===== config.mk =====
export PLATFORM = sky130hd
export DESIGN_NAME = clk_div_meter_flat
export DESIGN_NICKNAME = d
export VERILOG_FILES = /design/src/rtl/clk_div_meter_if.sv /design/src/rtl/clk_div_meter.sv /design/src/flat_wrapper.sv
export SDC_FILE = /design/constraint.sdc
export NUM_CORES = 1
export LEC_CHECK = 0
export ABC_CLOCK_PERIOD_IN_PS = 3380
export CORE_AREA = 5 5 83 100
export CTS_BUF_LIST = sky130_fd_sc_hd__clkbuf_2
export DETAILED_ROUTE_END_ITERATION = 8
export DIE_AREA = 0 0 88 105
export GPL_TIMING_DRIVEN = 0
export MAX_ROUTING_LAYER = met4
export PLACE_DENSITY_LB_ADDON = 0.15
export SYNTH_ARGS = -nofsm -noshare
export SYNTH_HDL_FRONTEND = slang
export SYNTH_SLANG_ARGS = --single-unit

===== constraint.sdc =====
create_clock -name AClkH -period 3.38 [get_ports AClkH]
set_input_delay 1.014 -clock AClkH [delete_from_list [all_inputs] [get_ports AClkH]]
set_output_delay 1.014 -clock AClkH [all_outputs]
set_load 0.05 [all_outputs]

===== src/rtl/clk_div_meter_if.sv =====
// Bus bundle for clk_div_meter: clock-under-test and enable in, measured
// divider encoding, period, publish strobe and stall flag out.
interface clk_div_meter_if #(
    parameter int CCntW = 8
);
    logic                 AClkHEn;
    logic                 AClkM;
    logic [2*CCntW-1:0]   ADivider;
    logic [CCntW:0]       APeriod;
    logic                 AValid;
    logic                 AStall;

    modport master (
        output AClkHEn,
        output AClkM,
        input  ADivider,
        input  APeriod,
        input  AValid,
        input  AStall
    );

    modport slave (
        input  AClkHEn,
        input  AClkM,
        output ADivider,
        output APeriod,
        output AValid,
        output AStall
    );
endinterface


===== src/rtl/clk_div_meter.sv =====
// Measures high/low phase lengths of an asynchronous clock in enabled AClkH
// cycles and publishes them as {high-1, low-1} plus the full period.
module clk_div_meter #(
    parameter int CCntW    = 8,
    parameter int CSyncLen = 2
) (
    input  logic             AClkH,
    input  logic             AResetHN,
    clk_div_meter_if.slave   bus
);

    typedef enum logic [1:0] {
        ST_IDLE      = 2'd0,
        ST_MEAS_HIGH = 2'd1,
        ST_MEAS_LOW  = 2'd2
    } state_t;

    localparam logic [CCntW-1:0] CntOne    = {{(CCntW-1){1'b0}}, 1'b1};
    localparam logic [CCntW:0]   PeriodTwo = {{(CCntW-1){1'b0}}, 2'b10};

    logic [CSyncLen-1:0]  sync_q,   sync_d;
    logic                 prev_q,   prev_d;
    state_t               state_q,  state_d;
    logic [CCntW-1:0]     cnt_q,    cnt_d;
    logic [CCntW-1:0]     high_q,   high_d;
    logic [2*CCntW-1:0]   div_q,    div_d;
    logic [CCntW:0]       period_q, period_d;
    logic                 valid_q,  valid_d;
    logic                 stall_q,  stall_d;

    logic                 level_s;
    logic                 rise_s;
    logic                 fall_s;
    logic                 sat_s;

    // Next-state logic: edge detection on the synchronized level plus the phase FSM.
    always_comb begin
        level_s  = sync_q[CSyncLen-1];
        rise_s   = level_s & ~prev_q;
        fall_s   = ~level_s & prev_q;
        sat_s    = (cnt_q == {CCntW{1'b1}});

        sync_d   = {sync_q[CSyncLen-2:0], bus.AClkM};
        prev_d   = level_s;
        state_d  = state_q;
        cnt_d    = cnt_q;
        high_d   = high_q;
        div_d    = div_q;
        period_d = period_q;
        valid_d  = 1'b0;
        stall_d  = stall_q;

        case (state_q)
            ST_IDLE: begin
                // Partial period after reset/stall is discarded: only a Rise starts a measurement.
                cnt_d = {CCntW{1'b0}};
                if (rise_s) begin
                    state_d = ST_MEAS_HIGH;
                end else begin
                    state_d = ST_IDLE;
                end
            end
            ST_MEAS_HIGH: begin
                if (fall_s) begin
                    high_d  = cnt_q;
                    cnt_d   = {CCntW{1'b0}};
                    state_d = ST_MEAS_LOW;
                end else if (sat_s && !rise_s) begin
                    stall_d = 1'b1;
                    cnt_d   = {CCntW{1'b0}};
                    state_d = ST_IDLE;
                end else begin
                    cnt_d   = cnt_q + CntOne;
                end
            end
            ST_MEAS_LOW: begin
                if (rise_s) begin
                    div_d    = {high_q, cnt_q};
                    period_d = {1'b0, high_q} + {1'b0, cnt_q} + PeriodTwo;
                    valid_d  = 1'b1;
                    stall_d  = 1'b0;
                    cnt_d    = {CCntW{1'b0}};
                    state_d  = ST_MEAS_HIGH;
                end else if (sat_s && !fall_s) begin
                    stall_d = 1'b1;
                    cnt_d   = {CCntW{1'b0}};
                    state_d = ST_IDLE;
                end else begin
                    cnt_d   = cnt_q + CntOne;
                end
            end
            default: begin
                cnt_d   = {CCntW{1'b0}};
                state_d = ST_IDLE;
            end
        endcase
    end

    // State registers; frozen whenever the host clock enable is low.
    always_ff @(posedge AClkH or negedge AResetHN) begin
        if (!AResetHN) begin
            sync_q   <= {CSyncLen{1'b0}};
            prev_q   <= 1'b0;
            state_q  <= ST_IDLE;
            cnt_q    <= {CCntW{1'b0}};
            high_q   <= {CCntW{1'b0}};
            div_q    <= {(2*CCntW){1'b0}};
            period_q <= {(CCntW+1){1'b0}};
            valid_q  <= 1'b0;
            stall_q  <= 1'b0;
        end else if (bus.AClkHEn) begin
            sync_q   <= sync_d;
            prev_q   <= prev_d;
            state_q  <= state_d;
            cnt_q    <= cnt_d;
            high_q   <= high_d;
            div_q    <= div_d;
            period_q <= period_d;
            valid_q  <= valid_d;
            stall_q  <= stall_d;
        end
    end

    assign bus.ADivider = div_q;
    assign bus.APeriod  = period_q;
    assign bus.AValid   = valid_q;
    assign bus.AStall   = stall_q;

endmodule


===== src/flat_wrapper.sv =====
// flat-port wrapper written by rule: the top's interface ports become plain ports
module clk_div_meter_flat 
#(
    parameter int CCntW    = 8,
    parameter int CSyncLen = 2
)
  (AClkH, AResetHN, bus_AClkHEn, bus_AClkM, bus_ADivider, bus_APeriod, bus_AValid, bus_AStall);
  clk_div_meter_if #(.CCntW(CCntW)) bus_i ();
  input  logic AClkH;
  input  logic AResetHN;
  input wire logic [$bits(bus_i.AClkHEn)-1:0] bus_AClkHEn;
  input wire logic [$bits(bus_i.AClkM)-1:0] bus_AClkM;
  output wire logic [$bits(bus_i.ADivider)-1:0] bus_ADivider;
  output wire logic [$bits(bus_i.APeriod)-1:0] bus_APeriod;
  output wire logic [$bits(bus_i.AValid)-1:0] bus_AValid;
  output wire logic [$bits(bus_i.AStall)-1:0] bus_AStall;
  assign bus_i.AClkHEn = bus_AClkHEn;
  assign bus_i.AClkM = bus_AClkM;
  assign bus_ADivider = bus_i.ADivider;
  assign bus_APeriod = bus_i.APeriod;
  assign bus_AValid = bus_i.AValid;
  assign bus_AStall = bus_i.AStall;
  clk_div_meter #(.CCntW(CCntW), .CSyncLen(CSyncLen)) u_core (.AClkH(AClkH), .AResetHN(AResetHN), .bus(bus_i));
endmodule

; ---- Yosys cells after proc, flatten, opt, wreduce, memory -nomap -nowiden
; Index checks and enable logic that the tools add are counted.
[totals]
regBits = 48
inputBits = 4
elab_cells = 51
[op_classes]
n_addsub = 3
n_eq_ne = 7
n_mux = 18
n_bitwise = 4
n_reduce_logical = 10
[ops]
columns = cell, n
row1 = two-way mux 8 bit, 4
row2 = one-hot mux 8 bit (2 select lines), 1
row3 = adder 8 x 8 -> 9 bit, 1
row4 = adder 9 x 2 -> 9 bit (second input constant), 1
row5 = AND reduction 3 bit, 3
row6 = adder 8 x 1 -> 8 bit (second input constant), 1
row7 = equality test 8 bit (second input constant), 1
row8 = two-way mux 2 bit, 4
row9 = two-way mux 1 bit, 7
row10 = inequality test 3 x 1 -> 1 bit (second input constant), 2
row11 = one-hot mux 2 bit (3 select lines), 1
row12 = AND reduction 5 bit, 1
row13 = bitwise AND 1 bit, 2
row14 = equality test 2 x 1 -> 1 bit (second input constant), 1
row15 = equality test 2 bit (second input constant), 1
row16 = logical AND 1 bit, 2
row17 = logical NOT 1 bit, 2
row18 = logical NOT 2 bit, 1
row19 = inequality test 2 x 1 -> 1 bit (second input constant), 1
row20 = inequality test 2 bit (second input constant), 1
row21 = NOT 1 bit, 2
row22 = one-hot mux 1 bit (2 select lines), 1
row23 = nonzero test 2 bit, 1

; ---- Longest topological paths before layout
[depth]
word_depth = 7
mapped_depth = 11
depth_no_buf = 11

; ---- Worst setup path after synthesis
; OpenSTA, ideal clock, no wires.
[synth_path]
path_type = input to register
start = input port bus_AClkHEn
end = register u_core.div_q[10], in the netlist u_core.bus.ADivider[10]
setup_ns = 0.125
arrival_ns = 2.079
t_required_ns = 3.255
path_slack_ns = 1.176
stages = 4
path_cell_list = buf_6 -> nand3_1 -> clkbuf_1 -> mux2_2
[synth_via]
elab_chain_len = 1
[synth_lines]
columns = element, line_no
row1 = "start, declared", flat_wrapper.sv:11  ; input wire logic [$bits(bus_i.AClkHEn)-1:0] bus_AClkHEn;
row2 = AND reduction 3 bit (no line), -
row3 = "end signal, assigned", clk_div_meter.sv:107  ; div_q <= {(2*CCntW){1'b0}};
row4 = "end signal, assigned", clk_div_meter.sv:117  ; div_q <= div_d;
row5 = "end, declared", clk_div_meter.sv:26  ; logic [2*CCntW-1:0] div_q, div_d;
; No other way between the ends.
; A chain may end at the register's enable or synchronous reset.

; ---- Final worst setup path
[layout_path]
start = register u_core.div_q[3], in the netlist u_core.bus.ADivider[3]
end = output port bus_ADivider[3]
[layout_rtl]
columns = element, line_no
row1 = "end, declared", flat_wrapper.sv:13  ; output wire logic [$bits(bus_i.ADivider)-1:0] bus_ADivider;
; No word-level cell between the ends.

==> impl_metrics.py <==
metrics = {
    "finish": {
        "multi_input_area_um2": 1170,
        "drive_above_1_share_pct": 18.6,
        "diodes": 0,
        "fin_nets": 271,
        "final_cell_area_um2": 2940,
        "area_growth_pct": 19.7,
        "regArea_um2": 1200,
        "fillCellCount": 720,
    },
    "critical_path": {
        "cp.buffers_inverters": 1,
        "critPathTopFamily": "buffers and inverters",
        "cp_max_fo": 2,
        "cpMaxStageDelayCell": "clkdlybuf4s50_1",
        "cp_cell_sequence": "clkdlybuf4s50_1",
        "cp-end-kind": "output pin",
        "slowest_delay_ns": 0.81,
        "start_kind": "flop",
        "worstSetupPathType": "flop to output pin",
        "crit_required_ns": 2.37,
        "arrival_ns": 1.64,
    },
    "cts": {
        "cts_tree": "built",
        "clockRootBuffer": "clkbuf_2",
        "cts.sinks": 48,
        "holdBufCountCts": 0,
        "cts_buffer_depth": 2,
        "postCtsSetupBuffers": 0,
        "numCtsBuffers": 5,
        "clkTransAtPathRegs_ns": 0.24,
        "cts-resized-gates": 0,
        "clk_latency_ns": 0.42,
        "h-tree-depth": 2,
    },
    "power": {
        "power_switching_uw": 359,
        "combPwrFrac_pct": 21.2,
        "p_leak_uw": 0.00143,
        "intPower_uw": 835,
        "p_per_area_nw_per_um2": 407,
        "swShare_pct": 30.1,
        "ir_drop_mv": 0.240,
        "seq_power_share_pct": 53.0,
        "pwr-share-clk_pct": 25.8,
    },
    "drt": {
        "wl_per_cell_um": 14.3,
        "wl_mm": 4.82,
        "vias_per_cell": 4.96,
        "ant_nets": 0,
        "drc_errors": 0,
        "dr.pass1.iters": 4,
        "vias": 1673,
        "drt_iter0_markers": 40,
    },
    "sta": {
        "setup_violations": 0,
        "grt_setup_unrepaired": "no",
        "min_period_over_period_pct": 78.5,
        "finalHoldViolCount": 0,
        "relSlewSlack_pct": 55.9,
        "fmax_ghz": 0.377,
        "worstMarginPinSlew_ns": 0.662,
        "period_needed_ns": 2.65,
        "fin_skew_ns": 0.0168,
        "fin_ws_ns": 0.726,
        "drv_slew": 0,
    },
    "global_route": {
        "grt_pass1_vias": 1681,
        "overflow": 0,
        "grt_pass1_wl_mm": 8.58,
        "grt_max_degree": 26,
        "antenna_found_initial": 0,
        "grt_use_total_pct": 12.0,
    },
    "floorplan": {
        "die_area_um2": 9240,
        "io_pins": 31,
        "die-width_um": 88,
        "rows": 34,
        "fp.coreArea_um2": 7190,
        "die_h_um": 105,
        "initial_core_util_pct": 34.1,
    },
    "place": {
        "io_buffers": 29,
        "postPlaceCellArea_um2": 2870,
        "dpl_worst_slack_ns": 0.710,
        "dp_hpwl_mm": 3.57,
        "place.gp.congestion": 0.723,
    },
    "min_path": {
        "hold_path_class": "flop to flop",
    },
    "logic_synthesis": {
        "synthTopCellsByArea": "dfrtp_1 (49%), mux2_2 (12%), ha_1 (10%)",
        "avgSynthCellArea_um2": 11.7,
        "synthCells": 209,
        "yosys.cell_types.count": 44,
        "seq_area_frac_synth_pct": 49.0,
        "synth_edf_count": 0,
        "yosys_warnings": 0,
        "yosys.area.top_type_share_pct": 49.0,
        "syn-num-nets": 234,
        "mappedNetlistArea_um2": 2450,
        "yosysTopAreaCell": "dfrtp_1",
        "ys_ff_latch": 48,
        "synthArstFlopShare_pct": 100,
        "synth_ff_type": "dfrtp_1",
    },
    "run_status": {
        "status": "completed",
    },
    "job": {
        "cap_violations": 0,
    },
}
cell usage after synthesis (3+ instances only):
cell       n
dfrtp_1   48
mux2_2    26
ha_1      20
nand2_1   17
o21ai_0   12
inv_1     10
nor2_1     7
a21o_1     4
clkbuf_1   4
nand3_1    4
o21a_1     4
xor2_1     4
a211oi_1   3
a21oi_1    3
nor2b_1    3
nor3_1     3
cell usage in the layout, fill, tap and decap left out, types with 3 or more instances in the layout:
cell	netlist	layout
nor3_1	3	3
mux2_2	26	26
dfrtp_1	48	48
ha_1	20	20
a21oi_1	3	3
a21o_1	4	4
clkbuf_1	4	4
nor2b_1	3	3
nand3_1	4	4
o21a_1	4	4
nand2_1	17	17
xor2_1	4	4
a211oi_1	3	3
o21ai_0	12	12
inv_1	10	10
clkbuf_2	0	6
clkdlybuf4s50_1	0	28
nor2_1	7	7
worst paths after layout:
| kind | start | endpoint | slack, ns | depth (start not counted) |
|---|---|---|---|---|
| max | u_core.bus.ADivider[3] | bus_ADivider[3] | 0.73 | 1 |
| min | u_core.bus.APeriod[5] | u_core.bus.APeriod[5] | 0.51 | 1 |
| max reg2reg | u_core.cnt_q[1] | u_core.bus.APeriod[7] | 1.06 | 11 |
| min reg2reg | u_core.bus.APeriod[5] | u_core.bus.APeriod[5] | 0.51 | 1 |
| max in group asynchronous | AResetHN | u_core.state_q[1] | 2.31 | 2 |
| min in group asynchronous | AResetHN | u_core.bus.APeriod[8] | 0.55 | 1 |
power groups by stage:
stage               registers, µW  clock network (µW)  logic [µW]
detailed placement            643                   0         257
finish                        633                 308         253
global route                  639                 356         284
CTS                           633                 331         258
global placement              642                   0         252
floorplan                     675                   0         145
layer usage:
layer	vias up	wire, µm	part of all wire [%]	global-route usage [%]
met5	-	0	0	-
met4	0	64	1.3	3.62
met3	6	181	3.8	2.60
met2	27	2340	48	19.1
met1	824	2240	46	15.3
li1	816	-	-	-
metrics by stage:
stage | setup TNS [ns] | hold WS, ns | util, % | instances | power (µW)
2_1_floorplan | 0 | 0.450 | - | 209 | 820
3_5_place_dp | 0 | 0.471 | 39.9 | 329 | 900
3_3_place_gp | -8.75 | 0.461 | 39.7 | 328 | 894
4_1_cts | 0 | 0.525 | 40.8 | 337 | 1220
5_1_grt | 0 | 0.532 | 40.8 | 337 | 1280
6_report | 0 | 0.511 | 40.8 | 337 | 1190
flip-flops by register name (all words and copies together), names as in the netlist:
register / count
u_core.bus.AStall: 1
u_core.cnt_q: 8
u_core.bus.ADivider: 16
u_core.state_q: 2
u_core.sync_q: 2
u_core.bus.AValid: 1
u_core.high_q: 8
u_core.prev_q: 1
u_core.bus.APeriod: 9
logic make-up after synthesis:
| family | Yosys count | share of synthesized area (%) |
|---|---|---|
| AO/OA/AOI/OAI | 40 | 11.0 |
| buffers and inverters | 17 | 3.27 |
| flip-flops | 48 | 49.0 |
| adder cells (fa/ha/maj) | 21 | 11.0 |
| multiplexers | 30 | 14.0 |
| XOR/XNOR | 4 | 1.43 |
| AND/OR/NAND/NOR | 49 | 10.4 |
area by class of cell:
type	count	area share (%)
Multi-Input combinational cell	144	39.9
Sequential cell	48	40.9
Buffer	7	1.45
Inverter	10	1.28
Clock buffer	6	1.02
Clock inverter	2	1.19
Timing Repair Buffer	30	10.4
Tap cell	90	3.84
No activity file was read; power rests on OpenSTA's default activity.
